<file path="src/rtl/csr_exc_ctrl.sv">
// MEM-stage exception/interrupt/ERTN scheduler for the dual-issue pipe: one CSR commit
// request per event, then a FLUSH_CYCLES-long flush window. Optional counters: CSR_EXC_CTRL_STAT_EN.
module csr_exc_ctrl #(
   parameter int unsigned FLUSH_CYCLES = 2,
   parameter logic [6:0]  ECODE_INT    = 7'h00
) (
   input  logic        clk,
   input  logic        rstn,
   input  logic        stall,
   input  logic        mem_a_enable,
   input  logic        mem_b_enable,
   input  logic [31:0] mem_pc_a,
   input  logic [31:0] mem_pc_b,
   input  logic [6:0]  mem_ecode_a,
   input  logic [6:0]  mem_ecode_b,
   input  logic        mem_ecode_we_a,
   input  logic        mem_ecode_we_b,
   input  logic [31:0] mem_badv_a,
   input  logic [31:0] mem_badv_b,
   input  logic        mem_badv_we_a,
   input  logic        mem_badv_we_b,
   input  logic        mem_ertn,
   input  logic        int_req,
   input  logic [31:0] csr_eentry,
   input  logic [31:0] csr_era,
   output logic [6:0]  MEM_ecode_in,
   output logic        MEM_ecode_we,
   output logic [31:0] MEM_badv_in,
   output logic        MEM_badv_we,
   output logic [31:0] MEM_era_in,
   output logic        MEM_era_we,
   output logic        MEM_store_state,
   output logic        MEM_restore_state,
   output logic        MEM_flush_csr,
   output logic [31:0] MEM_flush_csr_pc,
   output logic        busy
`ifdef CSR_EXC_CTRL_STAT_EN
   ,
   output logic [31:0] exc_cnt,
   output logic [31:0] int_cnt
`endif
);

   typedef enum logic {IDLE, FLUSH} state_e;
   typedef enum logic [2:0] {EV_NONE, EV_INT, EV_EXC_A, EV_EXC_B, EV_ERTN} event_e;

   state_e     state;
   event_e     ev;
   logic [3:0] cnt;
   logic       int_pend;
   logic       any_valid;

   assign any_valid = mem_a_enable | mem_b_enable;
   assign busy      = (state == FLUSH);

   // Priority arbitration; only an idle, unstalled stage with a live slot can raise an event.
   // NOTE: ev gets its default before the if-chain so no path leaves it unassigned (no latch).
   always_comb begin
      ev = EV_NONE;
      if (state == IDLE && !stall && any_valid) begin
         if (int_req || int_pend)                  ev = EV_INT;
         else if (mem_a_enable && mem_ecode_we_a)  ev = EV_EXC_A;
         else if (mem_b_enable && mem_ecode_we_b)  ev = EV_EXC_B;
         else if (mem_b_enable && mem_ertn)        ev = EV_ERTN;
      end
   end

   // NOTE: all state and outputs share one clocked block with non-blocking assignments only,
   // and every output defaults to 0 each cycle, which makes each request a one-cycle pulse.
   always_ff @(posedge clk or negedge rstn) begin
      if (!rstn) begin
         state             <= IDLE;
         cnt               <= '0;
         int_pend          <= 1'b0;
         MEM_ecode_in      <= '0;
         MEM_ecode_we      <= 1'b0;
         MEM_badv_in       <= '0;
         MEM_badv_we       <= 1'b0;
         MEM_era_in        <= '0;
         MEM_era_we        <= 1'b0;
         MEM_store_state   <= 1'b0;
         MEM_restore_state <= 1'b0;
         MEM_flush_csr     <= 1'b0;
         MEM_flush_csr_pc  <= '0;
`ifdef CSR_EXC_CTRL_STAT_EN
         exc_cnt           <= '0;
         int_cnt           <= '0;
`endif
      end else begin
         MEM_ecode_in      <= '0;
         MEM_ecode_we      <= 1'b0;
         MEM_badv_in       <= '0;
         MEM_badv_we       <= 1'b0;
         MEM_era_in        <= '0;
         MEM_era_we        <= 1'b0;
         MEM_store_state   <= 1'b0;
         MEM_restore_state <= 1'b0;
         MEM_flush_csr     <= 1'b0;
         MEM_flush_csr_pc  <= '0;

         if (!stall) begin
            case (ev)
               EV_INT: begin
                  MEM_ecode_in     <= ECODE_INT;
                  MEM_ecode_we     <= 1'b1;
                  MEM_era_in       <= mem_a_enable ? mem_pc_a : mem_pc_b;
                  MEM_era_we       <= 1'b1;
                  MEM_store_state  <= 1'b1;
                  MEM_flush_csr    <= 1'b1;
                  MEM_flush_csr_pc <= csr_eentry;
               end
               EV_EXC_A: begin
                  MEM_ecode_in     <= mem_ecode_a;
                  MEM_ecode_we     <= 1'b1;
                  MEM_badv_in      <= mem_badv_a;
                  MEM_badv_we      <= mem_badv_we_a;
                  MEM_era_in       <= mem_pc_a;
                  MEM_era_we       <= 1'b1;
                  MEM_store_state  <= 1'b1;
                  MEM_flush_csr    <= 1'b1;
                  MEM_flush_csr_pc <= csr_eentry;
               end
               EV_EXC_B: begin
                  MEM_ecode_in     <= mem_ecode_b;
                  MEM_ecode_we     <= 1'b1;
                  MEM_badv_in      <= mem_badv_b;
                  MEM_badv_we      <= mem_badv_we_b;
                  MEM_era_in       <= mem_pc_b;
                  MEM_era_we       <= 1'b1;
                  MEM_store_state  <= 1'b1;
                  MEM_flush_csr    <= 1'b1;
                  MEM_flush_csr_pc <= csr_eentry;
               end
               EV_ERTN: begin
                  MEM_restore_state <= 1'b1;
                  MEM_flush_csr     <= 1'b1;
                  MEM_flush_csr_pc  <= csr_era;
               end
               default: ;
            endcase

            case (state)
               IDLE: if (ev != EV_NONE) begin
                  state <= FLUSH;
                  cnt   <= 4'(FLUSH_CYCLES - 1);
               end
               FLUSH: if (cnt == '0) state <= IDLE;
                      else           cnt   <= cnt - 4'd1;
               default: state <= IDLE;
            endcase

            // A pending interrupt survives FLUSH and waits for the next live slot.
            if (ev == EV_INT || !int_req)         int_pend <= 1'b0;
            else if (state == IDLE && !any_valid) int_pend <= 1'b1;

`ifdef CSR_EXC_CTRL_STAT_EN
            if (ev == EV_INT)                      int_cnt <= int_cnt + 32'd1;
            if (ev == EV_EXC_A || ev == EV_EXC_B)  exc_cnt <= exc_cnt + 32'd1;
`endif
         end
      end
   end

endmodule

</file>
<file path="config.mk">
export PLATFORM = sky130hd
export DESIGN_NAME = csr_exc_ctrl
export DESIGN_NICKNAME = d
export VERILOG_FILES = /design/src/rtl/csr_exc_ctrl.sv
export SDC_FILE = /design/constraint.sdc
export NUM_CORES = 1
export LEC_CHECK = 0
export ABC_AREA = 1
export CORE_AREA = 2 2 128 130
export DETAILED_ROUTE_END_ITERATION = 8
export DIE_AREA = 0 0 130 132
export GPL_TIMING_DRIVEN = 0
export MAX_ROUTING_LAYER = met4
export PLACE_DENSITY = 0.69
export SLEW_MARGIN = 40
export SYNTH_ARGS = -nofsm -noshare
export SYNTH_HDL_FRONTEND = slang
export SYNTH_SLANG_ARGS = --single-unit
</file>
<file path="constraint.sdc">
create_clock -name clk -period 3 [get_ports clk]
set_clock_uncertainty 0.05 [all_clocks]
set_input_delay 0.6 -clock clk [delete_from_list [all_inputs] [get_ports clk]]
set_output_delay 0.6 -clock clk [all_outputs]
set_load 0.01 [all_outputs]
</file>
==> results.yml <==
synthesis:
  ys_seq_elements: 113
  syn_area_um2: 4540
  yosysSeqAreaShare: 0.623
  synth.distinct_cells: 22
  netlist_instances: 456
  synth_nets: 674
  synth.avg_cell_area_um2: 9.95
  ys.warnings.count: 0
power_and_ir_drop:
  ir_worst_vdd_uv: 333
  power_mw: 5.10
  p_switching_mw: 1.33
  power_density_nw_per_um2: 586
  clkPwrFrac: 0.401
  p_int_mw: 3.77
  switching_share: 0.261
  p_leak_nw: 4.10
  p_seq_frac: 0.349
  p_comb_frac: 0.250
placed_design:
  port_buffers: 326
  dp_cells: 999
  gp_congestion: 0.834
  pre_cts_ws_ns: 0.544
  hpwl_mm: 12.7
setup_path:
  slowest_delay_ns: 0.59
  worst-setup-path-type: "register to output pin"
  path_buf_inv: 1
  startpoint: "busy$_DFFE_PN0N_"
  path_cells: "clkdlybuf4s50_1"
  crit_cells: 1
  rrSetupSlack_ns: 1.19
  path_max_fanout: 6
  crit_path_start_kind: "register"
  crit_required_ns: 2.35
  reg2reg_depth: 8
  crit_slowest_cell: "clkdlybuf4s50_1"
  crit_end: "busy"
  r2r-end: "cnt[0]$_DFFE_PN0P_"
  crit_arrival_ns: 1.45
  end_kind: "output pin"
  critPathTopFamily: "buffers and inverters"
  timing.rr.start: "busy$_DFFE_PN0N_"
final_layout:
  antenna_cells: 0
  area_growth_pct: 91.8
  n_fill_cell: 1410
  fin_util: 0.554
  post_layout_nonfiller_instances: 1031
  nNetsFinal: 1020
  drive_above_1_share: 0.0810
clock_network:
  path_clk_slew_ns: 0.06
  clk_path_buf_depth: 2
  clock_sinks: 113
  cts_tree: "built"
  cts_hold_buf: 0
  cts_setup_buffers: 0
  clockRootBuffer: "clkbuf_16"
  cts_resized: 0
  htree_levels: 4
  cts_inserted_buffers: 17
  clkLatencyLatePin_ns: 0.40
grt:
  grt_pass1_vias: 4677
  antenna_found_initial: 0
  gr-total-overflow: 0
  grt_max_degree: 58
  grtUsageTotal: 0.196
  grt_pass1_wl_mm: 24.5
detailed_routing:
  top_layer: "met4"
  dr_total_vias: 4508
  finalWirelength_mm: 16.2
  routedWlPerCell_um: 15.7
  vias_per_cell: 4.37
  detail_route.iter0.violations: 173
  drtAntennaViolNets: 0
  dr.pass1.iters: 4
  drc: 0
  met3WireLength_mm: 1.35
  met1Wirelength_mm: 6.26
  wl_met2_mm: 8.27
timing:
  min_period_over_period: 0.701
  hold_slack_ns: 0.0613
  relSlewSlack: 0.662
  worst_slew_pin_slew_ns: 0.507
  period_needed_ns: 2.10
  hold_violations: 0
  setup_ws_ns: 0.898
  drv_slew: 0
  setup_viol: 0
  rsz0062_at_grt: "false"
  fmax_mhz: 476
die:
  core-area_um2: 15700
  start_util: 0.289
  die-area_um2: 17200
  die_w_um: 130
  die_y_um: 132
  ios: 327
  rows: 46
run:
  maxCapViolCount: 0
status:
  outcome: "completed"
hold_path:
  hold_class: "input port to asynchronous set/reset pin"
-- cell usage after synthesis --
library cell | n | area (um^2)
dfrtp_1 | 113 | 2830
nand2_1 | 103 | 387
nand3_1 | 78 | 390
inv_1 | 44 | 165
a22o_1 | 32 | 280
o21ai_1 | 32 | 160
buf_2 | 15 | 75.1
buf_4 | 8 | 60.1
nor2_1 | 6 | 22.5
clkbuf_1 | 4 | 15.0
a21oi_1 | 3 | 15.0
buf_6 | 3 | 33.8
nor2_2 | 3 | 18.8
inv_2 | 2 | 7.51
nand2_2 | 2 | 12.5
o21ai_0 | 2 | 10.0
a31oi_1 | 1 | 6.26
ha_1 | 1 | 12.5
nand4_1 | 1 | 6.26
o21ai_4 | 1 | 16.3
or2_2 | 1 | 6.26
xor2_1 | 1 | 8.76
-- power groups by stage --
stage	logic (mW)	clock network (mW)	registers, mW
after global placement	1.27	0	1.80
after global routing	1.38	2.16	1.80
after floorplan	0.426	0	1.88
after CTS	1.29	2.09	1.78
after detailed placement	1.28	0	1.80
final	1.27	2.04	1.78
-- per-layer routing --
layer | up-vias | track usage
met5 | - | -
met4 | 0 | 0.0753
met3 | 27 | 0.0572
met2 | 226 | 0.334
met1 | 2063 | 0.215
li1 | 2192 | -
-- sequential cells by signal (all words and copies together), names as in the netlist --
register,count
MEM_badv_in,32
MEM_badv_we,1
MEM_ecode_in,7
MEM_era_in,32
MEM_flush_csr,1
MEM_flush_csr_pc,32
MEM_restore_state,1
MEM_store_state,1
busy,1
cnt,4
int_pend,1
-- worst register-to-register path, delay by kind of cell (launching register included) --
family | cells | cell delay, ns
simple gates | 8 | 1.19
flops | 1 | 0.45
-- cell type report --
class	instances	area [um^2]	share of cell area
flip-flops and latches	113	2830	0.325
clock inverters	10	134	0.0154
clock buffers	22	464	0.0534
inverters	46	173	0.0198
multi-input cells	267	1350	0.155
repair buffers	327	3300	0.379
plain buffers	30	184	0.0211
well taps	216	270	0.0311
-- cell families (layout without fill, tap and decap cells) --
logic type               count (synthesis)  count (layout)  share of synthesized area
XOR/XNOR                                 1               1                    0.00193
AND/OR/NAND/NOR                        194             194                      0.186
adder cells (fa/ha/maj)                  1               1                    0.00276
AO/OA/AOI/OAI                           71              71                      0.108
buffers and inverters                   76             435                     0.0786
flip-flops                             113             113                      0.623
-- layout by cell type (no fill, tap or decap) --
cell / n
o21ai_4: 1
clkbuf_1: 7
buf_4: 8
clkinv_4: 1
nor2_2: 3
o21ai_1: 32
buf_16: 1
inv_1: 44
dfrtp_1: 113
or2_2: 1
xor2_1: 1
nand2_2: 2
a21oi_1: 3
nand3_1: 78
clkdlybuf4s50_1: 325
clkinvlp_4: 2
buf_6: 3
clkinv_2: 4
clkbuf_8: 2
nor2_1: 6
clkbuf_16: 17
inv_2: 2
a22o_1: 32
ha_1: 1
nand2_1: 103
bufinv_16: 3
buf_8: 1
buf_2: 15
o21ai_0: 2
a31oi_1: 1
nand4_1: 1
-- how the worst min path moves through the flow --
| stage | to | slack [ns] | cells after the start |
|---|---|---|---|
| after global routing | MEM_badv_in[20]$_DFF_PN0_ | 0.07 | 1 |
| after CTS | MEM_badv_in[20]$_DFF_PN0_ | 0.06 | 1 |
| after global placement | cnt[0]$_DFFE_PN0P_ | 0.43 | 2 |
| after detailed placement | cnt[0]$_DFFE_PN0P_ | 0.44 | 2 |
| after floorplan | MEM_badv_in[0]$_DFF_PN0_ | 0.25 | 0 |
| final | MEM_badv_in[20]$_DFF_PN0_ | 0.06 | 1 |
-- per-stage QoR --
stage / instance area, um^2 / setup TNS, ns
after floorplan: 4540 / 0
after global placement: 8070 / -367.82
after detailed placement: 8100 / 0
after CTS: 8700 / 0
after global routing: 8700 / 0
final: 8700 / 0
Power figures use the tool's default switching activity.
